`src/rtl/regread_scoreboard_pkg.sv`:
```
// Shared definitions for the register-read / scoreboard slice.
//
// Purpose:
//   Holds the default datapath sizes and the instruction-type codes that the
//   decode stage uses to work out which source ports an instruction reads.
//   The source-used mask itself is built outside the scoreboard block. The
//   src_mask helper is provided here so decode and test code share one table.
//
// Contents:
//   XLEN_DEF, NREG_DEF, NRD_DEF  default parameter values
//   instr_type_e                 instruction format codes
//   src_mask()                   format -> two-port source-used mask
package regread_scoreboard_pkg;

    localparam int XLEN_DEF = 32;
    localparam int NREG_DEF = 32;
    localparam int NRD_DEF  = 2;

    typedef enum logic [2:0] {
        TYPER = 3'd0,
        TYPEI = 3'd1,
        TYPES = 3'd2,
        TYPEB = 3'd3,
        TYPEU = 3'd4,
        TYPEJ = 3'd5
    } instr_type_e;

    // R, S and B formats read two sources, I reads only rs1, U and J read none.
    function automatic logic [1:0] src_mask(input instr_type_e t);
        case (t)
            TYPER, TYPES, TYPEB: return 2'b11;
            TYPEI:               return 2'b01;
            default:             return 2'b00;
        endcase
    endfunction

endpackage

```
`src/rtl/regread_scoreboard_regfile.sv`:
```
// regfile_array: architectural register storage.
//
// Purpose:
//   NREG x XLEN register array with NRD asynchronous read ports and one
//   synchronous write port. Register 0 is hardwired to zero. Writes to
//   index 0 are dropped, and reads of index 0 always return 0.
//
// Ports:
//   clk_i    in   rising-edge clock for the write port
//   rst_i    in   asynchronous active-high reset, clears every register
//   we_i     in   write enable
//   waddr_i  in   AW-bit write index
//   wdata_i  in   XLEN-bit write data
//   raddr_i  in   NRD*AW packed read indices, port k at [k*AW +: AW]
//   rdata_o  out  NRD*XLEN packed read data, port k at [k*XLEN +: XLEN]
module regfile_array
    import regread_scoreboard_pkg::*;
#(
    parameter int XLEN = XLEN_DEF,
    parameter int NREG = NREG_DEF,
    parameter int NRD  = NRD_DEF,
    localparam int AW  = $clog2(NREG)
) (
    input  logic                clk_i,
    input  logic                rst_i,
    input  logic                we_i,
    input  logic [AW-1:0]       waddr_i,
    input  logic [XLEN-1:0]     wdata_i,
    input  logic [NRD*AW-1:0]   raddr_i,
    output logic [NRD*XLEN-1:0] rdata_o
);

    logic [XLEN-1:0] regs_q [NREG];

    // Single write port. Index 0 is never written, so its storage stays at the
    // reset value. The read side also forces it to zero, so that location
    // never affects results.
    always_ff @(posedge clk_i or posedge rst_i) begin
        if (rst_i) begin
            for (int r = 0; r < NREG; r++) begin
                regs_q[r] <= '0;
            end
        end else if (we_i && (waddr_i != '0)) begin
            regs_q[waddr_i] <= wdata_i;
        end
    end

    // Asynchronous read ports, with x0 forced to zero.
    for (genvar k = 0; k < NRD; k++) begin : g_rd
        logic [AW-1:0] ra;
        assign ra = raddr_i[k*AW +: AW];
        assign rdata_o[k*XLEN +: XLEN] = (ra == '0) ? '0 : regs_q[ra];
    end

endmodule

```
`src/rtl/regread_scoreboard.sv`:
```
// regread_scoreboard: operand read with write-through bypass plus a
// pending-write scoreboard that stalls issue on RAW and WAW hazards.
//
// Purpose:
//   Reads the source operands of the instruction in decode in the same
//   cycle. A writeback that lands in that cycle is forwarded to the
//   operands. One busy bit per register tracks destinations that have been
//   issued but not yet written back. Issue stalls while a used source or
//   the destination is still pending.
//
// Ports:
//   clk_i          in   clock
//   rst_i          in   asynchronous active-high reset
//   issue_valid_i  in   an instruction is presented for issue
//   src_valid_i    in   NRD per-port source-used mask
//   rs_i           in   NRD*AW packed source indices
//   rd_we_i        in   instruction writes a destination
//   rd_i           in   destination index
//   wb_valid_i     in   writeback strobe
//   wb_rd_i        in   writeback index
//   wb_data_i      in   writeback data
//   val_o          out  NRD*XLEN packed operand values
//   stall_o        out  issue blocked by a hazard
//   busy_o         out  NREG pending-write bits (bit 0 always 0)
module regread_scoreboard
    import regread_scoreboard_pkg::*;
#(
    parameter int XLEN = XLEN_DEF,
    parameter int NREG = NREG_DEF,
    parameter int NRD  = NRD_DEF,
    localparam int AW  = $clog2(NREG)
) (
    input  logic                clk_i,
    input  logic                rst_i,
    input  logic                issue_valid_i,
    input  logic [NRD-1:0]      src_valid_i,
    input  logic [NRD*AW-1:0]   rs_i,
    input  logic                rd_we_i,
    input  logic [AW-1:0]       rd_i,
    input  logic                wb_valid_i,
    input  logic [AW-1:0]       wb_rd_i,
    input  logic [XLEN-1:0]     wb_data_i,
    output logic [NRD*XLEN-1:0] val_o,
    output logic                stall_o,
    output logic [NREG-1:0]     busy_o
);

    logic [NREG-1:0]     busy_q;
    logic [NREG-1:0]     busy_d;
    logic [NREG-1:0]     wb_clr;
    logic [NREG-1:0]     eff_busy;
    logic [NRD*XLEN-1:0] rf_rdata;
    logic [NRD-1:0]      raw_hit;
    logic                waw_hit;
    logic                issue_ok;
    logic                rf_we;

    assign rf_we = wb_valid_i && (wb_rd_i != '0);

    regfile_array #(
        .XLEN (XLEN),
        .NREG (NREG),
        .NRD  (NRD)
    ) u_regfile (
        .clk_i   (clk_i),
        .rst_i   (rst_i),
        .we_i    (rf_we),
        .waddr_i (wb_rd_i),
        .wdata_i (wb_data_i),
        .raddr_i (rs_i),
        .rdata_o (rf_rdata)
    );

    // One-hot mask of the register being written back this cycle. A
    // writeback resolves the hazard in the same cycle, so this mask is removed
    // from the busy vector before any hazard check.
    always_comb begin
        wb_clr = '0;
        if (wb_valid_i) begin
            wb_clr[wb_rd_i] = 1'b1;
        end
    end

    assign eff_busy = busy_q & ~wb_clr;

    // Per-port operand select and RAW detection. When the source matches the
    // register being written back, the writeback data is forwarded. Because rs
    // is nonzero here, the match also excludes a writeback to x0.
    for (genvar k = 0; k < NRD; k++) begin : g_port
        logic [AW-1:0] rs;
        logic          used;
        assign rs   = rs_i[k*AW +: AW];
        assign used = src_valid_i[k] && (rs != '0);
        assign raw_hit[k] = used && eff_busy[rs];
        assign val_o[k*XLEN +: XLEN] =
            !used                            ? '0        :
            (wb_valid_i && (wb_rd_i == rs))  ? wb_data_i :
                                               rf_rdata[k*XLEN +: XLEN];
    end

    assign waw_hit  = rd_we_i && (rd_i != '0) && eff_busy[rd_i];
    assign stall_o  = issue_valid_i && ((|raw_hit) || waw_hit);
    assign issue_ok = issue_valid_i && !stall_o;

    // Next busy state. The writeback clear is applied first and the new
    // issue is set afterwards, so a new issue to the same index as the
    // writeback leaves the bit set. Bit 0 is held at zero.
    always_comb begin
        busy_d = busy_q & ~wb_clr;
        if (issue_ok && rd_we_i && (rd_i != '0)) begin
            busy_d[rd_i] = 1'b1;
        end
        busy_d[0] = 1'b0;
    end

    // Scoreboard register. The asynchronous clear also drops stall_o right
    // away, because stall_o is derived only from these bits.
    always_ff @(posedge clk_i or posedge rst_i) begin
        if (rst_i) begin
            busy_q <= '0;
        end else begin
            busy_q <= busy_d;
        end
    end

    assign busy_o = busy_q;

endmodule
```
`config.mk`:
```
export PLATFORM = sky130hd
export DESIGN_NAME = regread_scoreboard
export DESIGN_NICKNAME = d
export VERILOG_FILES = /design/src/rtl/regread_scoreboard_pkg.sv /design/src/rtl/regread_scoreboard_regfile.sv /design/src/rtl/regread_scoreboard.sv
export SDC_FILE = /design/constraint.sdc
export NUM_CORES = 2
export LEC_CHECK = 0
export ABC_AREA = 1
export BUFFER_PORTS_ARGS = -buffer_cell sky130_fd_sc_hd__clkbuf_2
export CORE_UTILIZATION = 50
export CTS_BUF_LIST = sky130_fd_sc_hd__clkbuf_2 sky130_fd_sc_hd__clkbuf_4 sky130_fd_sc_hd__clkbuf_8
export DETAILED_ROUTE_END_ITERATION = 7
export GPL_TIMING_DRIVEN = 0
export PLACE_DENSITY = 0.63
export REMOVE_ABC_BUFFERS = 1
export SYNTH_ARGS = -nofsm -noshare
export SYNTH_HDL_FRONTEND = slang
export SYNTH_SLANG_ARGS = --single-unit
```
`constraint.sdc`:
```
create_clock -name clk_i -period 59.3 [get_ports clk_i]
set_input_delay 5.93 -clock clk_i [delete_from_list [all_inputs] [get_ports clk_i]]
set_output_delay 5.93 -clock clk_i [all_outputs]
set_load 0.1 [all_outputs]
```
==> impl_metrics.env <==
export IMPL_wirelength_um=235400
export IMPL_synth_seq_cells=1055
export IMPL_startpoint_type="input pin"
export IMPL_drc_errors=0
export IMPL_cts_sinks=1055
export IMPL_final_common_cell="o21ai_0"
export IMPL_leakagePower_nw=27.96
export IMPL_dpl_instance_area_um2=58910
export IMPL_violations="max-capacitance violations, max-slew violations"
export IMPL_start_util=0.5058
export IMPL_max_freq_mhz=55.58
export IMPL_die_x_um=337.0
export IMPL_grt_usage=0.4117
export IMPL_synthesis_area_um2=56130
export IMPL_postSynthAreaPerCell_um2=7.632
export IMPL_via_per_inst=6.503
export IMPL_rows=122
export IMPL_cts_tree="yes"
export IMPL_grt_pass1_wl_um=346800
export IMPL_route_met3_wl_um=29160
export IMPL_place_gp_congestion=0.8443
export IMPL_port_buffers=154
export IMPL_endpoint="stall_o"
export IMPL_ys_types=40
export IMPL_antenna_found_initial=7
export IMPL_die_area_um2=113600
export IMPL_r2r_slack_ps=56520
export IMPL_io_pins=156
export IMPL_p_per_area_nw_per_um2=33.31
export IMPL_grt_overflow=0
export IMPL_clk_pin_slew_ps=50
export IMPL_power_total_mw=2.095
export IMPL_timing_final_ws_setup_ps=41310
export IMPL_startpoint="rs_i[7]"
export IMPL_clock_path_buffers=3
export IMPL_coreArea_um2=111000
export IMPL_first_pass_iters=7
export IMPL_top_layer="met5"
export IMPL_drive_gt1_frac=0.09129
export IMPL_yosys_area_top_type_share=0.4704
export IMPL_ant_nets=0
export IMPL_rsz0062_at_grt="no"
export IMPL_cap_violations=3
export IMPL_drt_initial_drc_count=8488
export IMPL_relSlewSlack=-0.03529
export IMPL_endpoint_kind="output port"
export IMPL_ir_drop_uv=20.88
export IMPL_post_drt_wl_per_cell_um=27.03
export IMPL_insertion_delay_ps=890
export IMPL_cp_arrival_ps=12060
export IMPL_fin_setup_tns_ps=0
export IMPL_syn_inst=7354
export IMPL_dieHeight_um=337.0
export IMPL_dp_final_hpwl_um=127100
export IMPL_slew_violations=14
export IMPL_cts_resized=0
export IMPL_post_place_ws_ps=41640
export IMPL_ys_seq_area_frac=0.4704
export IMPL_wl_met1_um=92010
export IMPL_dr_wl_met2_um=99640
export IMPL_cts_buffers=186
export IMPL_setup_viol=0
export IMPL_period_share=0.3034
export IMPL_r2r_start="busy_o[18]$_DFF_PP0_"
export IMPL_stdcell_area_um2=62900
export IMPL_h_tree_depth=4
export IMPL_final_cell_mix="o21ai_0 (1731), nand2_1 (1468), dfrtp_1 (1055)"
export IMPL_worst_pin_slew_ps=1551
export IMPL_grt_max_degree=128
export IMPL_skew_ps=29.77
export IMPL_hp_class="reg2reg"
export IMPL_final_nets=7127
export IMPL_synth_warnings=0
export IMPL_crit_required_ps=53370
export IMPL_cts_root_buffer="clkbuf_8"
export IMPL_min_period_ps=17990
export IMPL_critPathMaxFanout=75
export IMPL_timing_rr_end="busy_o[18]$_DFF_PP0_"
export IMPL_reg2regPathDepth=11
export IMPL_hold_violations=0
export IMPL_critPathKind="in2out"
export IMPL_vias=56630
export IMPL_post_cts_setup_buffers=0
export IMPL_synth_top_area_cell="dfrtp_1"
export IMPL_area_growth_pct=12.06
export IMPL_grt_pass1_vias=52870
export IMPL_status="complete, but fails checks"
export IMPL_cts_hold_buf=0
export IMPL_synth_area_leaders="dfrtp_1 (47%), o21ai_0 (15%), nand2_1 (10%)"
==> per-layer routing <==
metal  up-vias  global-route usage
li1      24750                   -
met1     26960              0.5564
met2      4044              0.6024
met3       868             0.09570
met4         4              0.2430
met5         -                   0
==> how the worst min path moves through the flow <==
stage | endpoint | cells past startpoint | start | slack (ps)
after CTS | u_regfile.regs_q[999]$_DFFE_PP0P_ | 0 | u_regfile.regs_q[999]$_DFFE_PP0P_ | 380
after floorplan | u_regfile.regs_q[1001]$_DFFE_PP0P_ | 0 | u_regfile.regs_q[1001]$_DFFE_PP0P_ | 350
final | u_regfile.regs_q[999]$_DFFE_PP0P_ | 0 | u_regfile.regs_q[999]$_DFFE_PP0P_ | 380
after global routing | u_regfile.regs_q[999]$_DFFE_PP0P_ | 0 | u_regfile.regs_q[999]$_DFFE_PP0P_ | 390
after detailed placement | u_regfile.regs_q[1015]$_DFFE_PP0P_ | 0 | u_regfile.regs_q[1015]$_DFFE_PP0P_ | 370
after global placement | u_regfile.regs_q[1015]$_DFFE_PP0P_ | 0 | u_regfile.regs_q[1015]$_DFFE_PP0P_ | 370
==> area by class of cell <==
cell class                 instances  area [um2]
antenna                           11       27.53
clock buffer                     301        3749
clock inverter                    27       185.2
fill                           10410       48080
inverter                         512        1981
multi-input combinational       5056       25250
sequential                      1055       26400
tap                             1488        1862
timing repair buffer             257        3441
==> registers in the layout (all words and copies together) (netlist names) <==
signal,flops
busy_o,31
u_regfile.regs_q,1024
==> power breakdown <==
group          internal [mW]  switching (mW)  leakage, nW
clock network          0.401           0.320         2.09
registers              0.853          0.0876         13.6
logic                  0.132           0.301         12.3
==> Yosys cell counts (all sizes together) <==
cell type and count:
a221o 10, a21oi 531, o2111ai 74, o211ai 131, conb 1, o21a 2
nand4 41, nor2 356, inv 507, o22ai 69, xor2 1, a221oi 79
nand2 1500, a41oi 1, o32ai 1, dfrtp 1055, nor3 7, a22oi 12
a21o 1, o311ai 12, a31oi 6, buf 153, a211oi 14, clkinv 5
o31ai 4, clkbuf 578, o21ai 1738, nand3b 1, nand3 280, o221ai 182
or3 1, a21boi 1
==> critical path, stage by stage <==
cell      delay (ps)
clkbuf_8         300
buf_16           350
nor2_2          1230
inv_2            530
nor3_1           280
inv_1             80
nand2_2          430
buf_12           270
inv_1            570
a21oi_2         1250
nand2_1          110
nand2_1          100
inv_1             40
clkbuf_2         360
==> cell families after synthesis <==
logic type      synth area share
flops                     0.4704
simple gates              0.1551
other cells           0.00006681
xor+xnor               0.0001561
buf+inv                  0.08529
compound gates            0.2891
==> metrics by stage <==
stage	cells	hold WS, ps	utilization
final	8707	375.5	0.5668
after global placement	8265	365.8	0.5037
after floorplan	6623	353.7	-
after detailed placement	8367	365.6	0.5308
after global routing	8701	387.4	0.5666
after CTS	8695	379.9	0.5663
Note: power is estimated with default switching activity, not from simulation.
